## config.mk

```make
export PLATFORM = sky130hd
export DESIGN_NAME = jt900h_busarb_flat
export DESIGN_NICKNAME = d
export VERILOG_FILES = /design/src/rtl/jt900h_busarb_if.sv /design/src/rtl/jt900h_busarb.sv /design/src/flat_wrapper.sv
export SDC_FILE = /design/constraint.sdc
export NUM_CORES = 1
export LEC_CHECK = 0
export CORE_MARGIN = 8
export CORE_UTILIZATION = 44
export CTS_CLUSTER_SIZE = 25
export DETAILED_ROUTE_END_ITERATION = 16
export GPL_TIMING_DRIVEN = 0
export PLACE_DENSITY = 0.89
export RECOVER_POWER = 25
export SKIP_CTS_REPAIR_TIMING = 1
export SYNTH_ARGS = -nofsm -noshare
export SYNTH_HDL_FRONTEND = slang
export SYNTH_SLANG_ARGS = --single-unit
```

## constraint.sdc

```tcl
create_clock -name clk -period 5.2 [get_ports clk]
set_input_delay 0.52 -clock clk [delete_from_list [all_inputs] [get_ports clk]]
set_output_delay 0.52 -clock clk [all_outputs]
set_load 0.02 [all_outputs]
```

## src/rtl/jt900h_busarb_if.sv

```systemverilog
// jt900h_busarb_if: request/acknowledge and RAM-side signals of the JT900H
// external bus arbiter, bundled so the arbiter and its environment share one
// connection point. The arbiter uses the master modport; the requesters plus
// RAM model use the slave modport.
interface jt900h_busarb_if;

  // CPU memory controller side
  logic        cpu_req;
  logic [23:0] cpu_addr;
  logic [15:0] cpu_din;
  logic [1:0]  cpu_we;
  logic        cpu_ack;

  // micro-DMA engine side
  logic        dma_req;
  logic [23:0] dma_addr;
  logic [15:0] dma_din;
  logic [1:0]  dma_we;
  logic        dma_ack;

  // shared read data and grant indicator
  logic [15:0] rdata;
  logic        dma_gnt;

  // RAM port
  logic [23:0] bus_addr;
  logic [15:0] bus_din;
  logic [1:0]  bus_we;
  logic        bus_cs;
  logic [15:0] bus_dout;
  logic        bus_wait;

  modport master (
    input  cpu_req, cpu_addr, cpu_din, cpu_we,
    input  dma_req, dma_addr, dma_din, dma_we,
    input  bus_dout, bus_wait,
    output cpu_ack, dma_ack, rdata, dma_gnt,
    output bus_addr, bus_din, bus_we, bus_cs
  );

  modport slave (
    output cpu_req, cpu_addr, cpu_din, cpu_we,
    output dma_req, dma_addr, dma_din, dma_we,
    output bus_dout, bus_wait,
    input  cpu_ack, dma_ack, rdata, dma_gnt,
    input  bus_addr, bus_din, bus_we, bus_cs
  );

endinterface

```

## src/rtl/jt900h_busarb.sv

```systemverilog
// jt900h_busarb: grants the single 16-bit RAM port to either the CPU memory
// controller or the micro-DMA engine, sequences one access at a time with a
// fixed number of wait states and returns read data with a one-cycle ack.
// DMA wins contention by default; a 4-bit fairness counter forces a CPU grant
// after MAXDMA consecutive DMA grants while the CPU is kept waiting.
// Optional feature macro: JT900H_BUSARB_WAIT_EN. When defined, bus_wait=1 in
// the final access cycle stretches the access; when undefined bus_wait is
// ignored and every access lasts 2+WAITS cycles up to its ack.
module jt900h_busarb #(
  parameter int WAITS  = 0,
  parameter int MAXDMA = 4
) (
  input  logic            clk,
  input  logic            rst,
  input  logic            cen,
  jt900h_busarb_if.master bus
);

  typedef enum logic [1:0] {
    ST_IDLE,
    ST_ACCESS,
    ST_DONE
  } state_t;

  localparam logic [2:0] WaitLoad = 3'(WAITS);
  localparam logic [3:0] FairMax  = 4'(MAXDMA);

  state_t      state_q,    state_d;
  logic [2:0]  wcnt_q,     wcnt_d;
  logic [3:0]  fair_q,     fair_d;
  logic [23:0] bus_addr_q, bus_addr_d;
  logic [15:0] bus_din_q,  bus_din_d;
  logic [1:0]  bus_we_q,   bus_we_d;
  logic        bus_cs_q,   bus_cs_d;
  logic [15:0] rdata_q,    rdata_d;
  logic        cpu_ack_q,  cpu_ack_d;
  logic        dma_ack_q,  dma_ack_d;
  logic        dma_gnt_q,  dma_gnt_d;

  logic cpu_elig;
  logic dma_elig;
  logic cpu_win;
  logic ext_wait;

`ifdef JT900H_BUSARB_WAIT_EN
  assign ext_wait = bus.bus_wait;
`else
  logic unused_bus_wait;
  assign ext_wait        = 1'b0;
  assign unused_bus_wait = bus.bus_wait;
`endif

  // A requester competes only while it is not being acknowledged, and the CPU
  // beats DMA when DMA is absent or DMA has used up its allowance of grants.
  always_comb begin
    cpu_elig = bus.cpu_req & ~cpu_ack_q;
    dma_elig = bus.dma_req & ~dma_ack_q;
    cpu_win  = cpu_elig & (~dma_elig | ((fair_q == FairMax) & bus.cpu_req));
  end

  // Next-state and next-output logic; everything holds when cen=0.
  always_comb begin
    state_d    = state_q;
    wcnt_d     = wcnt_q;
    fair_d     = fair_q;
    bus_addr_d = bus_addr_q;
    bus_din_d  = bus_din_q;
    bus_we_d   = bus_we_q;
    bus_cs_d   = bus_cs_q;
    rdata_d    = rdata_q;
    cpu_ack_d  = cpu_ack_q;
    dma_ack_d  = dma_ack_q;
    dma_gnt_d  = dma_gnt_q;

    if (cen) begin
      case (state_q)
        ST_IDLE: begin
          if (cpu_elig || dma_elig) begin
            state_d  = ST_ACCESS;
            bus_cs_d = 1'b1;
            wcnt_d   = WaitLoad;
            if (cpu_win) begin
              bus_addr_d = bus.cpu_addr;
              bus_din_d  = bus.cpu_din;
              bus_we_d   = bus.cpu_we;
              dma_gnt_d  = 1'b0;
              fair_d     = 4'd0;
            end else begin
              bus_addr_d = bus.dma_addr;
              bus_din_d  = bus.dma_din;
              bus_we_d   = bus.dma_we;
              dma_gnt_d  = 1'b1;
              if (!bus.cpu_req) begin
                fair_d = 4'd0;
              end else if (fair_q != FairMax) begin
                fair_d = fair_q + 4'd1;
              end
            end
          end else if (!bus.cpu_req) begin
            fair_d = 4'd0;
          end
        end

        ST_ACCESS: begin
          if (wcnt_q != 3'd0) begin
            wcnt_d = wcnt_q - 3'd1;
          end else if (!ext_wait) begin
            rdata_d   = bus.bus_dout;
            bus_cs_d  = 1'b0;
            bus_we_d  = 2'b00;
            state_d   = ST_DONE;
            cpu_ack_d = ~dma_gnt_q;
            dma_ack_d = dma_gnt_q;
          end
        end

        ST_DONE: begin
          cpu_ack_d = 1'b0;
          dma_ack_d = 1'b0;
          state_d   = ST_IDLE;
        end

        default: begin
          state_d   = ST_IDLE;
          bus_cs_d  = 1'b0;
          bus_we_d  = 2'b00;
          cpu_ack_d = 1'b0;
          dma_ack_d = 1'b0;
        end
      endcase
    end
  end

  // State and registered outputs; reset aborts any access in flight.
  always_ff @(posedge clk or posedge rst) begin
    if (rst) begin
      state_q    <= ST_IDLE;
      wcnt_q     <= 3'd0;
      fair_q     <= 4'd0;
      bus_addr_q <= 24'd0;
      bus_din_q  <= 16'd0;
      bus_we_q   <= 2'b00;
      bus_cs_q   <= 1'b0;
      rdata_q    <= 16'd0;
      cpu_ack_q  <= 1'b0;
      dma_ack_q  <= 1'b0;
      dma_gnt_q  <= 1'b0;
    end else begin
      state_q    <= state_d;
      wcnt_q     <= wcnt_d;
      fair_q     <= fair_d;
      bus_addr_q <= bus_addr_d;
      bus_din_q  <= bus_din_d;
      bus_we_q   <= bus_we_d;
      bus_cs_q   <= bus_cs_d;
      rdata_q    <= rdata_d;
      cpu_ack_q  <= cpu_ack_d;
      dma_ack_q  <= dma_ack_d;
      dma_gnt_q  <= dma_gnt_d;
    end
  end

  assign bus.bus_addr = bus_addr_q;
  assign bus.bus_din  = bus_din_q;
  assign bus.bus_we   = bus_we_q;
  assign bus.bus_cs   = bus_cs_q;
  assign bus.rdata    = rdata_q;
  assign bus.cpu_ack  = cpu_ack_q;
  assign bus.dma_ack  = dma_ack_q;
  assign bus.dma_gnt  = dma_gnt_q;

endmodule

```

## src/flat_wrapper.sv

```systemverilog
// flat-port wrapper written by rule: the top's interface ports become plain ports
module jt900h_busarb_flat 
#(
  parameter int WAITS  = 0,
  parameter int MAXDMA = 4
)
  (clk, rst, cen, bus_cpu_req, bus_cpu_addr, bus_cpu_din, bus_cpu_we, bus_dma_req, bus_dma_addr, bus_dma_din, bus_dma_we, bus_bus_dout, bus_bus_wait, bus_cpu_ack, bus_dma_ack, bus_rdata, bus_dma_gnt, bus_bus_addr, bus_bus_din, bus_bus_we, bus_bus_cs);
  jt900h_busarb_if bus_i ();
  input  logic clk;
  input  logic rst;
  input  logic cen;
  input wire logic [$bits(bus_i.cpu_req)-1:0] bus_cpu_req;
  input wire logic [$bits(bus_i.cpu_addr)-1:0] bus_cpu_addr;
  input wire logic [$bits(bus_i.cpu_din)-1:0] bus_cpu_din;
  input wire logic [$bits(bus_i.cpu_we)-1:0] bus_cpu_we;
  input wire logic [$bits(bus_i.dma_req)-1:0] bus_dma_req;
  input wire logic [$bits(bus_i.dma_addr)-1:0] bus_dma_addr;
  input wire logic [$bits(bus_i.dma_din)-1:0] bus_dma_din;
  input wire logic [$bits(bus_i.dma_we)-1:0] bus_dma_we;
  input wire logic [$bits(bus_i.bus_dout)-1:0] bus_bus_dout;
  input wire logic [$bits(bus_i.bus_wait)-1:0] bus_bus_wait;
  output wire logic [$bits(bus_i.cpu_ack)-1:0] bus_cpu_ack;
  output wire logic [$bits(bus_i.dma_ack)-1:0] bus_dma_ack;
  output wire logic [$bits(bus_i.rdata)-1:0] bus_rdata;
  output wire logic [$bits(bus_i.dma_gnt)-1:0] bus_dma_gnt;
  output wire logic [$bits(bus_i.bus_addr)-1:0] bus_bus_addr;
  output wire logic [$bits(bus_i.bus_din)-1:0] bus_bus_din;
  output wire logic [$bits(bus_i.bus_we)-1:0] bus_bus_we;
  output wire logic [$bits(bus_i.bus_cs)-1:0] bus_bus_cs;
  assign bus_i.cpu_req = bus_cpu_req;
  assign bus_i.cpu_addr = bus_cpu_addr;
  assign bus_i.cpu_din = bus_cpu_din;
  assign bus_i.cpu_we = bus_cpu_we;
  assign bus_i.dma_req = bus_dma_req;
  assign bus_i.dma_addr = bus_dma_addr;
  assign bus_i.dma_din = bus_dma_din;
  assign bus_i.dma_we = bus_dma_we;
  assign bus_i.bus_dout = bus_bus_dout;
  assign bus_i.bus_wait = bus_bus_wait;
  assign bus_cpu_ack = bus_i.cpu_ack;
  assign bus_dma_ack = bus_i.dma_ack;
  assign bus_rdata = bus_i.rdata;
  assign bus_dma_gnt = bus_i.dma_gnt;
  assign bus_bus_addr = bus_i.bus_addr;
  assign bus_bus_din = bus_i.bus_din;
  assign bus_bus_we = bus_i.bus_we;
  assign bus_bus_cs = bus_i.bus_cs;
  jt900h_busarb #(.WAITS(WAITS), .MAXDMA(MAXDMA)) u_core (.clk(clk), .rst(rst), .cen(cen), .bus(bus_i));
endmodule
```

======== Word-level counts from Yosys, hierarchy flattened ========
Index checks and enable logic that the tools add are counted.
storage, ports and cells
  register bits ........................... 71
  output and inout port bits .............. 62
cells by class
  $add $sub $neg .......................... 2
  eq/ne operators ......................... 9
  muxes and demuxes ....................... 25
  bitwise operators ....................... 12
  reduce and logical (&&, ||, !) cells .... 11
operator list
  cell                 count
  $mux 24              1
  $mux 4               5
  $mux 16              1
  $reduce_and 3->1     4
  $reduce_and 4->1     3
  $mux 2               5
  $not 1->1            7
  $mux 3               2
  $ne 2x1->1 const B   3
  $pmux 2 s3           1
  $pmux 3 s2           1
  $mux 1               5
  $add 4x1->4 const B  1
  $and 1x1->1          4
  $eq 4x3->1 const B   1
  $ne 4x3->1 const B   1
  $pmux 1 s2           2
  $pmux 2 s2           1
  $ne 3x1->1 const B   1
  $pmux 1 s3           1
  $reduce_bool 3->1    1
  $sub 3x1->3 const B  1
  $eq 2x1->1 const B   1
  $eq 2x2->1 const B   1
  other kinds (5)      5

======== Logic depth before layout (Yosys ltp) ========
Gate-level depths: netlist of run 1.
  word-level depth ........................ 8
  gate-level depth with buffers ........... 8

======== Worst setup path after synthesis of run 1 ========
OpenSTA, ideal clock, no wires.
  path type ............................... register -> register
  start point ............................. register u_core.wcnt_q[0]
  end point ............................... register u_core.rdata_q[0], in the netlist u_core.bus.rdata[0]
  data arrival time ....................... 1700 ps
  required time ........................... 5075 ps
  path slack .............................. 3375 ps
  stages on the path, launching flop included .. 8
  buffers on the path ..................... 1
  cell sequence ........................... dfrtp_1 > inv_1 > ha_1 > nor2b_4 > nand2_2 > nor3_4 > buf_4 > mux2_2
on the way
  longest elaborated chain between the ends .. 3
ends and longest elaborated chain
  what                        line                  RTL
  start: declaration          jt900h_busarb.sv:29   logic [2:0] wcnt_q, wcnt_d;
  start signal: assignment    jt900h_busarb.sv:150  wcnt_q <= wcnt_d;
  $reduce_bool 3->1           jt900h_busarb.sv:105  if (wcnt_q != 3'd0) begin
  $not 1->1 (no line)         n/a
  $reduce_and 3->1 (no line)  n/a
  end signal: assignment      jt900h_busarb.sv:156  rdata_q <= rdata_d;
  end: declaration            jt900h_busarb.sv:35   logic [15:0] rdata_q, rdata_d;
No other way between the ends.
A chain may end at the register's enable or synchronous reset.

==> results of run 1 <==
state kept, by name, summed over array words and instances, names as in the netlist:
| signal | flops |
|---|---|
| u_core.bus.rdata | 16 |
| u_core.wcnt_q | 3 |
| u_core.bus.bus_we | 2 |
| u_core.bus.cpu_ack | 1 |
| u_core.bus.bus_addr | 24 |
| u_core.bus.bus_din | 16 |
| u_core.state_q | 2 |
| u_core.bus.dma_gnt | 1 |
| u_core.fair_q | 4 |
| u_core.bus.dma_ack | 1 |
| u_core.bus.bus_cs | 1 |
stage by stage:
step / setup slack (ns) / hold WS, ns / utilization / cells
2_1_floorplan: 2.88 / 0.496 / - / 302
3_3_place_gp: 1.71 / 0.460 / 0.683 / 570
3_5_place_dp: 2.79 / 0.466 / 0.684 / 570
4_1_cts: 3.11 / 0.483 / 0.714 / 586
5_1_grt: 1.80 / 0.521 / 0.714 / 586
6_report: 2.31 / 0.480 / 0.714 / 586
cells by family after synthesis:
family | after synthesis | synth area share
and+or+nand+nor | 67 | 0.0932
buffers and inverters | 30 | 0.0642
adders and majority gates | 4 | 0.0147
AOI/OAI and AO/OA | 69 | 0.122
muxes | 61 | 0.185
DFF | 71 | 0.521
power groups by stage:
stage | Sequential, W | Clock, W | Combinational [W]
5_1_grt | 0.000986 | 0.000535 | 0.00167
3_5_place_dp | 0.000961 | 0 | 0.00157
4_1_cts | 0.000952 | 0.000510 | 0.00158
6_report | 0.000952 | 0.000499 | 0.00155
2_1_floorplan | 0.00123 | 0 | 0.000562
3_3_place_gp | 0.000940 | 0 | 0.00153
cell type report:
cell class,count,area [µm²]
plain buffers,17,170
clock buffers,10,138
clock inverters,6,92.6
fillers,574,2180
inverters,13,50.0
multi-input cells,201,1410
flip-flops and latches,71,1780
well taps,102,128
repair buffers,166,1660
cell usage in the layout, fill, tap and decap left out, drive strengths merged, types with 2 or more instances in the layout:
cell type and instances:
ha 4, dfrtp 71, inv 13, nor2b 3, and3 2, nor3b 2
nand3 2, bufinv 2, nand2 50, mux2 16, nand2b 2, clkbuf 14
mux2i 45, a22o 3, nor2 3, buf 13, a22oi 3, o22ai 3
clkdlybuf4s50 165, o21ai 51, clkinvlp 3, o2bb2ai 2, a32oi 2
layer usage:
metal / vias to the layer above / part of all wire
met5: - / 0
met3: 16 / 0.078
met2: 114 / 0.51
met1: 1420 / 0.39
met4: 0 / 0.018
li1: 1403 / -
final timing paths:
kind | end | slack [ns] | depth (start not counted)
min in group asynchronous | u_core.bus.bus_addr[12] | 1.49 | 2
setup / recovery | u_core.bus.bus_din[1] | 2.31 | 2
hold reg to reg | u_core.bus.bus_addr[4] | 0.48 | 2
max in group clk | bus_cpu_ack | 3.12 | 1
setup reg to reg | u_core.bus.rdata[7] | 3.13 | 7
hold / removal | u_core.bus.bus_addr[4] | 0.48 | 2
==> impl_summary.txt, run 1 <==
----------------------------------------------------
[Min path]
  Start point of the worst hold path ... u_core.bus.bus_addr[4]
  Kind of path behind the tightest hold check ... reg2reg

[STA]
  Max transition margin ... -1.06
  # setup viols final ... 0
  Transition time at the pin with the least slew margin ... 3.07 ns
  Final worst clock skew ... 0.00795 ns
  Final worst path period need ... 2.89 ns
  Unrepaired setup endpoints after global routing ... false
  Achievable frequency ... 0.346 GHz
  Accumulated negative setup slack ... 0 ns
  Post-route fraction of the period consumed by the critical path ... 0.556
  Final Hold Fails ... 0
  Final Slew Violations ... 72

[Outcome]
  Violated checks ... max-capacitance violations, max-slew violations
  Outcome ... finished with violations

[Critical path]
  Crit-path cells ... dlygate4sd3_1 > clkinvlp_2
  Crit path from ... rst
  Maximum fanout along the worst path ... 71
  Critical path arrival ... 2.84 ns
  RR Startpoint ... u_core.wcnt_q[0]
  Critical Path Slowest Stage Cell ... sky130_fd_sc_hd__clkinvlp_2
  Element type at the critical path start ... primary input
  Stage delay of the slowest cell on the critical path ... 1.71 ns
  Family of cells with the greatest summed delay on the critical path ... buffers and inverters
  Buffers & Inverters on Critical Path ... 2
  Worst setup path class ... in2async
  Worst setup EP type ... asynchronous set/reset pin
  Worst path required time ... 5.15 ns

[GRT]
  Via count of the first global-routing pass ... 3371
  Initial antenna violation count ... 0
  Global routing usage on met3 ... 0.0682
  Wire length of the first global-routing pass ... 16900 µm
  Global-route track usage on met1 ... 0.205
  Pin count of the biggest net entering global routing ... 72
  Overflow left after global routing ... 0
  Grt met2 use ... 0.336
  All-layer global routing usage ... 0.190
  Busiest layer in global routing ... met2

[Yosys]
  Area share of the largest cell type after synthesis ... 0.521
  Mapped Avg Cell Area ... 11.3 µm²
  Ranking of synthesized cells by instance count ... 71 x sky130_fd_sc_hd__dfrtp_1, 49 x sky130_fd_sc_hd__nand2_1, 45 x sky130_fd_sc_hd__mux2i_1
  Yosys synthesis warning count ... 0
  Distinct cell type count of the synthesized netlist ... 35
  Post-synthesis sequential area ratio ... 0.521
  Number of nets in the synthesized netlist ... 412
  Mapped cell area ... 0.00341 mm²
  Count of flip-flops with a built-in enable after synthesis ... 0
  Synthesized instance count ... 302
  Most numerous cell in the Yosys netlist ... sky130_fd_sc_hd__dfrtp_1
  Synthesis-stage register bit count ... 71
  Main synth FF type ... sky130_fd_sc_hd__dfrtp_1
  Async SR Flop Fraction ... 1.00
  Yosys top cell by area ... sky130_fd_sc_hd__dfrtp_1
  Main area contributors after synthesis ... sky130_fd_sc_hd__dfrtp_1 52%, sky130_fd_sc_hd__mux2i_1 13%, sky130_fd_sc_hd__nand2_1 5.4%

[CTS]
  Worst-Skew Late Latency ... 0.33 ns
  Master cell of the clock root buffer ... sky130_fd_sc_hd__clkbuf_8
  Worst-path clk slew ... 0.07 ns
  TritonCTS Sinks ... 71
  Worst-case clock buffer depth ... 2
  Maximum level of the CTS H-tree ... 3
  Clock buffer count from CTS ... 9
  CTS tree ... yes

[Placement]
  Placed instance area ... 0.00520 mm²
  RePlAce Congestion ... 0.783
  Number of I/O port buffers ... 166
  Hpwl dp ... 7950 µm

[Pwr]
  Sw Pwr ... 0.00115 W
  Worst voltage drop across the vdd grid ... 347 µV
  Ratio of total power to cell area ... 553 mW/mm²
  Internal power ... 0.00185 W
  Leakage power of the design ... 2.30 nW
  Switch share ... 0.383
  Logic gate share of total power ... 0.517
  Share of power burned in the clock network ... 0.166
  Flop pwr share ... 0.317
  Post-layout power ... 0.00300 W

[Route]
  Remaining number of nets flagged by the antenna check after routing ... 0
  DRC violation total after the first TritonRoute iteration ... 98
  Sum of routed wire length over all layers ... 10100 µm
  Average routed wire per standard cell ... 17.3 µm
  Pre-Repair DR Iteration Count ... 4
  Number of remaining DRC errors ... 0
  Post-DR vias/cell ... 5.04
  Vias ... 2953

[Final layout]
  Total number of nets in the final design ... 589
  Share of final-layout standard cells stronger than drive strength 1 ... 0.114
  Final instance area ... 0.00543 mm²
  Antenna cell count ... 0
  Area delta synth->final ... 59.3%

[Die]
  Height of the chip ... 104 µm
  X dimension of the die ... 104 µm
  Die area ... 0.0108 mm²
  Starting density of the core ... 0.448
  Number of I/O pins ... 168
  Floorplan core area ... 0.00761 mm²
  Total number of placement rows ... 32

[Flow run]
  Number of max-cap violations ... 1

----------------------------------------------------
Note: power is estimated with default switching activity, not from simulation.
==> inputs of run 2 (changes only) <==
- CORE_UTILIZATION: 44 -> 41
- PLACE_DENSITY: 0.89 -> 0.84
- clock period: 5.2 -> 2.85 ns (I/O delays scaled with it)
==> impl_summary.txt, run 2 (same netlist as run 1, synthesis figures left out) <==
----------------------------------------------------
[Critical path]
  Worst setup path class ... reg2reg
  Length in cells of the worst reg-to-reg path ... 7
  Critical Path Slowest Stage Cell ... sky130_fd_sc_hd__dfrtp_1
  Stages on worst setup path ... 7
  Worst setup EP type ... flop
  Critical path arrival ... 2.29 ns
  Crit-path cells ... inv_1 > ha_1 > nor2b_4 > nand2_2 > nor3_4 > buf_4 > mux2_2
  Element type at the critical path start ... flop
  Worst path required time ... 3.07 ns
  Maximum fanout along the worst path ... 10
  Stage delay of the slowest cell on the critical path ... 0.41 ns
  Buffers & Inverters on Critical Path ... 2
  Family of cells with the greatest summed delay on the critical path ... simple AND/OR/NAND/NOR gates

[Die]
  Floorplan core area ... 0.00813 mm²
  Starting density of the core ... 0.419
  Total number of placement rows ... 33
  Die area ... 0.0115 mm²
  X dimension of the die ... 107 µm
  Number of I/O pins ... 168
  Height of the chip ... 107 µm

[Pwr]
  Switch share ... 0.393
  Internal power ... 0.00317 W
  Worst voltage drop across the vdd grid ... 672 µV
  Sw Pwr ... 0.00205 W
  Logic gate share of total power ... 0.539
  Ratio of total power to cell area ... 974 mW/mm²
  Share of power burned in the clock network ... 0.130
  Leakage power of the design ... 2.28 nW
  Flop pwr share ... 0.330

[Placement]
  Placed instance area ... 0.00520 mm²
  Inst Count DP ... 573
  Number of I/O port buffers ... 166
  RePlAce Congestion ... 0.792
  Hpwl dp ... 7860 µm

[STA]
  Final Hold Fails ... 0
  Max transition margin ... 0.0340
  Post-route fraction of the period consumed by the critical path ... 0.726
  Transition time at the pin with the least slew margin ... 1.45 ns
  Final worst path period need ... 2.07 ns
  Worst hold slack after final layout ... 0.479 ns
  Achievable frequency ... 0.483 GHz
  Final worst clock skew ... 0.0114 ns
  # setup viols final ... 0
  Unrepaired setup endpoints after global routing ... false
  Final Slew Violations ... 0

[Final layout]
  Total number of nets in the final design ... 589
  Final instance area ... 0.00537 mm²
  Highest-count cells in the layout ignoring fill and taps ... 165 x sky130_fd_sc_hd__clkdlybuf4s50_1, 71 x sky130_fd_sc_hd__dfrtp_1, 49 x sky130_fd_sc_hd__nand2_1
  Area delta synth->final ... 57.5%
  Combined area of the multi-input logic cells ... 0.00141 mm²
  Leading cell type in the layout, fill and taps excluded ... sky130_fd_sc_hd__clkdlybuf4s50_1
  Share of final-layout standard cells stronger than drive strength 1 ... 0.112
  Antenna cell count ... 0
  Flip-flop count of the largest register after layout ... 24
  Fill cell instance count of the final layout ... 643
  Sequential Area ... 0.00178 mm²
  Number of cells in the finished layout apart from fillers ... 589

[Route]
  Number of remaining DRC errors ... 0
  DRC violation total after the first TritonRoute iteration ... 94
  Remaining number of nets flagged by the antenna check after routing ... 0
  Pre-Repair DR Iteration Count ... 4
  Post-DR vias/cell ... 4.93
  Sum of routed wire length over all layers ... 9920 µm
  Average routed wire per standard cell ... 16.8 µm
  Vias ... 2904

[Min path]
  Kind of path behind the tightest hold check ... reg2reg
  Cell count of the worst hold path ... 2

[CTS]
  Worst-Skew Late Latency ... 0.33 ns
  CTS tree ... yes
  Worst-case clock buffer depth ... 2
  TritonCTS Sinks ... 71
  Worst-path clk slew ... 0.08 ns
  Master cell of the clock root buffer ... sky130_fd_sc_hd__clkbuf_8
  Clock buffer count from CTS ... 9
  Maximum level of the CTS H-tree ... 3

[Flow run]
  Number of max-cap violations ... 0

[GRT]
  Wire length of the first global-routing pass ... 15900 µm
  Initial antenna violation count ... 0
  All-layer global routing usage ... 0.173
  Overflow left after global routing ... 0
  Via count of the first global-routing pass ... 3119
  Pin count of the biggest net entering global routing ... 72

[Outcome]
  Outcome ... finished, final reports clean

----------------------------------------------------
run 2: metal layers:
layer | GRT usage | up-vias | share of wire
met1 | 0.197 | 1374 | 0.39
met5 | 0 | - | 0
li1 | - | 1402 | -
met2 | 0.284 | 114 | 0.49
met3 | 0.0774 | 14 | 0.11
met4 | 0.0553 | 0 | 0.015
run 2: worst paths after layout:
| path | start | endpoint | slack [ns] |
|---|---|---|---|
| setup / recovery | u_core.wcnt_q[0] | u_core.bus.rdata[3] | 0.78 |
| hold / removal | u_core.bus.bus_din[9] | u_core.bus.bus_din[9] | 0.48 |
| setup reg to reg | u_core.wcnt_q[0] | u_core.bus.rdata[3] | 0.78 |
| hold reg to reg | u_core.bus.bus_din[9] | u_core.bus.bus_din[9] | 0.48 |
| max in group asynchronous | rst | u_core.state_q[0] | 1.15 |
| min in group asynchronous | rst | u_core.bus.rdata[12] | 0.84 |
run 2: area by class of cell:
cell class | count | area share
multi-input cells | 201 | 0.263
clock buffers | 10 | 0.0238
repair buffers | 166 | 0.310
clock inverters | 6 | 0.00699
inverters | 13 | 0.00909
well taps | 105 | 0.0245
plain buffers | 17 | 0.0317
flip-flops and latches | 71 | 0.331
run 2: stage by stage:
| stage | worst slack, ns | setup TNS, ns | utilization | power [W] |
|---|---|---|---|---|
| floorplan | 0.768 | 0 | - | 0.00327 |
| global placement | -0.407 | -28.65 | 0.639 | 0.00451 |
| detailed placement | 0.688 | 0 | 0.640 | 0.00460 |
| CTS | 0.746 | 0 | 0.660 | 0.00530 |
| global route | 0.581 | 0 | 0.660 | 0.00556 |
| finish | 0.781 | 0 | 0.660 | 0.00523 |
run 2: power by group through the flow:
stage	logic, W	clock network (W)	registers [W]
6_report	0.00282	0.000681	0.00173
5_1_grt	0.00303	0.000746	0.00179
4_1_cts	0.00286	0.000707	0.00173
3_5_place_dp	0.00286	0	0.00175
3_3_place_gp	0.00279	0	0.00172
2_1_floorplan	0.00103	0	0.00225
run 2: tightest hold or removal path: stages, from the launching register on:
cell and delay, ns:
sky130_fd_sc_hd__dfrtp_1 0.34, sky130_fd_sc_hd__nand2_1 0.06, sky130_fd_sc_hd__o21ai_2 0.05
